File: config.mk
export PLATFORM = sky130hd
export DESIGN_NAME = prio_enc_arb_flat
export DESIGN_NICKNAME = d
export VERILOG_FILES = /design/src/rtl/prio_pkg.sv /design/src/rtl/prio_enc_arb_if.sv /design/src/rtl/prio_find.sv /design/src/rtl/prio_enc_arb.sv /design/src/flat_wrapper.sv
export SDC_FILE = /design/constraint.sdc
export NUM_CORES = 1
export LEC_CHECK = 0
export BUFFER_PORTS_ARGS = -buffer_cell sky130_fd_sc_hd__buf_2
export CAP_MARGIN = 15
export CORE_MARGIN = 3
export CORE_UTILIZATION = 56
export CTS_BUF_LIST = sky130_fd_sc_hd__clkbuf_8
export DETAILED_ROUTE_END_ITERATION = 7
export PLACE_DENSITY = 0.93
export SKIP_CTS_REPAIR_TIMING = 1
export SLEW_MARGIN = 0
export SYNTH_ARGS = -nofsm -noshare
export SYNTH_HDL_FRONTEND = slang
export SYNTH_SLANG_ARGS = --single-unit
File: constraint.sdc
create_clock -name clk -period 3.95 [get_ports clk]
set_clock_uncertainty 0.15 [all_clocks]
set_input_delay 0.5925 -clock clk [delete_from_list [all_inputs] [get_ports clk]]
set_output_delay 0.5925 -clock clk [all_outputs]
set_load 0.005 [all_outputs]
File: src/rtl/prio_pkg.sv
// prio_pkg: shared FSM state type and round-robin pointer wrap helper.
package prio_pkg;
  typedef enum logic {EMPTY, FULL} state_t;
  function automatic int next_ptr(int idx, int n);
    return (idx == 0) ? n - 1 : idx - 1;
  endfunction
endpackage

File: src/rtl/prio_enc_arb_if.sv
// prio_enc_arb_if: request/enable controls and valid/ready result channel.
interface prio_enc_arb_if #(
  parameter int N     = 16,
  parameter int IDX_W = $clog2(N)
);
  logic             en;
  logic             rr_mode;
  logic [N-1:0]     req;
  logic             out_valid;
  logic             out_ready;
  logic [IDX_W-1:0] out_idx;
  logic [N-1:0]     out_onehot;
  modport master (output en, rr_mode, req, out_ready, input out_valid, out_idx, out_onehot);
  modport slave  (input en, rr_mode, req, out_ready, output out_valid, out_idx, out_onehot);
endinterface

File: src/rtl/prio_find.sv
// prio_find: combinational MSB-first search of a request vector.
module prio_find #(
  parameter int N     = 16,
  parameter int IDX_W = $clog2(N)
) (
  input  logic [N-1:0]     req,
  output logic             found,
  output logic [IDX_W-1:0] idx
);
  always_comb begin
    found = 1'b0;
    idx   = '0;
    for (int i = 0; i < N; i++)
      if (req[i]) begin
        found = 1'b1;
        idx   = IDX_W'(i);
      end
  end
endmodule

File: src/rtl/prio_enc_arb.sv
// prio_enc_arb: registered fixed/round-robin priority arbiter with valid/ready output.
module prio_enc_arb
  import prio_pkg::*;
#(
  parameter int N     = 16,
  parameter int IDX_W = $clog2(N)
) (
  input logic            clk,
  input logic            rst_n,
  prio_enc_arb_if.slave  bus
);
  state_t           state;
  logic [IDX_W-1:0] ptr, ptr_eff, m_idx, u_idx, win;
  logic [N-1:0]     mask;
  logic             m_found, u_found, accept, load;
  assign accept  = (state == FULL) && bus.out_ready;
  // a grant accepted this cycle already rotates the pointer used for the new capture
  assign ptr_eff = accept ? IDX_W'(next_ptr(int'(bus.out_idx), N)) : ptr;
  assign load    = bus.en && u_found && ((state == EMPTY) || bus.out_ready);
  assign win     = (bus.rr_mode && m_found) ? m_idx : u_idx;
  assign bus.out_valid = (state == FULL);
  always_comb begin
    mask = '0;
    for (int i = 0; i < N; i++)
      mask[i] = (i <= int'(ptr_eff));
  end
  prio_find #(.N(N), .IDX_W(IDX_W)) u_masked (
    .req   (bus.req & mask),
    .found (m_found),
    .idx   (m_idx)
  );
  prio_find #(.N(N), .IDX_W(IDX_W)) u_full (
    .req   (bus.req),
    .found (u_found),
    .idx   (u_idx)
  );
  always_ff @(posedge clk or negedge rst_n)
    if (!rst_n) begin
      state          <= EMPTY;
      ptr            <= IDX_W'(N - 1);
      bus.out_idx    <= '0;
      bus.out_onehot <= '0;
    end else begin
      ptr <= ptr_eff;
      if (load) begin
        state          <= FULL;
        bus.out_idx    <= win;
        bus.out_onehot <= N'(1) << win;
      end else if (accept) begin
        state          <= EMPTY;
        bus.out_onehot <= '0;
      end
    end
endmodule

File: src/flat_wrapper.sv
// flat-port wrapper written by rule: the top's interface ports become plain ports
module prio_enc_arb_flat import prio_pkg::*;
#(
  parameter int N     = 16,
  parameter int IDX_W = $clog2(N)
)
  (clk, rst_n, bus_en, bus_rr_mode, bus_req, bus_out_ready, bus_out_valid, bus_out_idx, bus_out_onehot);
  prio_enc_arb_if #(.N(N), .IDX_W(IDX_W)) bus_i ();
  input logic clk;
  input logic rst_n;
  input wire logic [$bits(bus_i.en)-1:0] bus_en;
  input wire logic [$bits(bus_i.rr_mode)-1:0] bus_rr_mode;
  input wire logic [$bits(bus_i.req)-1:0] bus_req;
  input wire logic [$bits(bus_i.out_ready)-1:0] bus_out_ready;
  output wire logic [$bits(bus_i.out_valid)-1:0] bus_out_valid;
  output wire logic [$bits(bus_i.out_idx)-1:0] bus_out_idx;
  output wire logic [$bits(bus_i.out_onehot)-1:0] bus_out_onehot;
  assign bus_i.en = bus_en;
  assign bus_i.rr_mode = bus_rr_mode;
  assign bus_i.req = bus_req;
  assign bus_i.out_ready = bus_out_ready;
  assign bus_out_valid = bus_i.out_valid;
  assign bus_out_idx = bus_i.out_idx;
  assign bus_out_onehot = bus_i.out_onehot;
  prio_enc_arb #(.N(N), .IDX_W(IDX_W)) u_core (.clk(clk), .rst_n(rst_n), .bus(bus_i));
endmodule
==> results.py <==
metrics = {
    "yosys": {
        "synth-main-ff-cell": "dfrtp_1",
        "synth-async-reset-ratio_pct": 100,
        "yosys.area.top_type": "dfrtp_1",
        "synth_compound_area_share_pct": 37.7,
        "synth_top_cell_area_share_pct": 27.6,
        "synth-adder-area-share_pct": 0.657,
        "ys_seq_area_share_pct": 33.1,
        "ys_types": 65,
        "yosys_register_bits": 25,
        "yosysWarnings": 0,
        "syn-instance-count": 215,
        "syn_nets": 237,
        "synth-edff-count": 0,
        "syn_area_sq_um": 1910,
        "synthXorXnorAreaFrac_pct": 0.919,
        "ys_top_cells_by_area": "dfrtp_1 28%, o31ai_1 7.1%, nand2_1 5.7%",
        "avgSynthCellArea_sq_um": 8.86,
        "muxShareOfSynthArea_pct": 2.69,
        "synth-simple-area-share_pct": 18.2,
        "synth_top_family_by_area": "compound AO/OA/AOI/OAI gates",
    },
    "timing": {
        "rsz0062_at_grt": "false",
        "period_share_pct": 95.7,
        "drv_slew": 0,
        "fmax_mhz": 265,
        "finalSetupViolCount": 0,
        "setup_slack_ns": 0.170,
        "slew_headroom_pct": 54.6,
        "setup_tns_ns": 0,
        "hold_viol_final": 0,
        "min_period_ns": 3.78,
        "hold-worst-slack_ns": 0.153,
        "worstMarginPinSlew_ns": 0.681,
    },
    "final_layout": {
        "drive_above_1_share_pct": 30.5,
        "syn_to_final_growth_pct": 14.7,
        "multiInputGateArea_sq_um": 1170,
        "seq_area_sq_um": 632,
        "final_cell_mix": "41 x buf_2, 29 x nand2_1, 20 x dfrtp_1",
        "diodes": 0,
        "fillers": 268,
        "final_core_util_pct": 69.3,
        "fin_nets": 279,
        "final_common_cell": "buf_2",
    },
    "floorplan": {
        "initial_core_util_pct": 60.4,
        "die_width_um": 64.3,
        "fp-row-count": 20,
        "ios": 42,
        "die_area_sq_um": 4140,
        "core-area_sq_um": 3150,
        "die_h_um": 64.3,
    },
    "drt": {
        "wl_met3_um": 455,
        "met1Wirelength_um": 2170,
        "totalWireLength_um": 5050,
        "wl_per_cell_um": 16.8,
        "drc": 0,
        "wl_met2_um": 2360,
        "antenna_left": 0,
        "vias_per_cell": 6.49,
        "vias": 1946,
        "top_layer": "met4",
        "first_iter_violations": 196,
        "drt_pass1_iterations": 6,
    },
    "clock_network": {
        "h-tree-depth": 1,
        "root_buffer": "clkbuf_8",
        "insertion_delay_ns": 0.27,
        "clockBufferDepth": 2,
        "cts_tree": "yes",
        "clock_sinks": 25,
        "path_clk_slew_ns": 0.08,
        "cts_buffers": 3,
    },
    "global_routing": {
        "antenna_found_initial": 0,
        "grt_pass1_wl_um": 8400,
        "overflow": 0,
        "grt_max_degree": 26,
        "grt_use_total_pct": 25.3,
        "grt_pass1_vias": 1752,
    },
    "job": {
        "drv_cap": 0,
    },
    "worst_setup_path": {
        "reg2reg_depth": 11,
        "endpoint": "u_core.bus.out_onehot[12]",
        "path_max_fanout": 8,
        "rrSetupSlack_ns": 0.17,
        "crit_start": "u_core.bus.out_idx[0]",
        "critPathRequiredTime_ns": 3.96,
        "worst-setup-path-type": "register to register",
        "r2r-start": "u_core.bus.out_idx[0]",
        "worstPathArrival_ns": 3.79,
        "critPathLaunchType": "register",
        "endpoint_kind": "register",
        "timing.rr.end": "u_core.bus.out_onehot[12]",
    },
    "power_and_ir_drop": {
        "ir_worst_vdd_mv": 0.365,
        "report.power.total_w": 0.00117,
        "leakagePower_nw": 0.992,
        "powerDensity_nw_per_um2": 534,
    },
    "status": {
        "status": "complete, no violations",
    },
    "placed_design": {
        "post-place-ws_ns": 0.173,
        "gp_congestion": 0.964,
        "portBuffers": 41,
        "hpwlAfterDp_um": 3870,
    },
    "hold_path": {
        "hold_class": "primary input to async pin",
    },
}
worst min path at each step:
stage / from / end / slack (ns) / cells after the start
floorplan: rst_n / u_core.bus.out_idx[0] / 0.15 / 0
global placement: u_core.bus.out_onehot[14] / u_core.bus.out_onehot[14] / 0.31 / 2
detailed placement: u_core.bus.out_onehot[4] / u_core.bus.out_onehot[4] / 0.32 / 2
CTS: rst_n / u_core.bus.out_onehot[6] / 0.16 / 1
global route: rst_n / u_core.bus.out_onehot[11] / 0.18 / 1
finish: rst_n / u_core.bus.out_onehot[6] / 0.15 / 1
cells in the mapped netlist (all sizes together) (3+ instances only):
| cell type | count |
|---|---|
| a2bb2oi | 3 |
| buf | 3 |
| nor3 | 3 |
| a21o | 6 |
| dfstp | 4 |
| clkbuf | 3 |
| dfrtp | 21 |
| or2b | 3 |
| a211oi | 5 |
| o22ai | 3 |
| a21oi | 9 |
| o31ai | 20 |
| nor2 | 16 |
| o21a | 4 |
| inv | 14 |
| and2 | 5 |
| o211ai | 4 |
| o21ai | 8 |
| nand2 | 29 |
| nand3 | 3 |
| mux2i | 4 |
| a31oi | 6 |
logic make-up (layout without fill, tap and decap cells):
family,count (synthesis),after routing
fa+ha+maj,1,1
buf+inv,21,62
compound gates,90,90
xor+xnor,2,2
simple gates,71,71
flops,25,25
mux,5,5
per-stage QoR:
step / instances / instance area, sq um
3_3_place_gp: 295 / 2110
2_1_floorplan: 215 / 1910
4_1_cts: 299 / 2160
6_report: 300 / 2190
5_1_grt: 300 / 2190
3_5_place_dp: 295 / 2110
critical path, cell delays in order, from the launching register on:
cell and delay [ns]:
dfrtp_2 0.47, inv_1 0.12, ha_1 0.33, xnor2_2 0.18, a21o_2 0.20, inv_1 0.10
o211ai_1 0.38, a41oi_1 0.27, o41a_4 0.60, a211oi_1 0.34, a31oi_2 0.16, o31ai_1 0.36
metal layers:
layer	global-route usage, %	vias up
li1	-	910
met5	0	-
met2	41.1	93
met3	5.45	11
met1	35.0	932
met4	4.22	0
power by group:
| part | internal (W) | switching (W) | total (W) |
|---|---|---|---|
| clock | 0.0000705 | 0.0000786 | 0.000149 |
| sequential | 0.000317 | 0.0000552 | 0.000373 |
| combinational | 0.000256 | 0.000390 | 0.000646 |
| total | 0.000644 | 0.000524 | 0.00117 |
registers in the layout, summed over array words and instances, names as in the netlist:
register	flops
u_core.bus.out_onehot	16
u_core.ptr	4
u_core.bus.out_valid	1
u_core.bus.out_idx	4
final cells by class:
cell class                 count  share of cell area (%)
timing repair buffer          44                    10.4
multi-input combinational    169                    53.4
tap                           44                    2.52
sequential                    25                    28.9
inverter                      14                    2.63
clock inverter                 1                   0.229
clock buffer                   3                    1.89
Note: power is estimated with default switching activity, not from simulation.
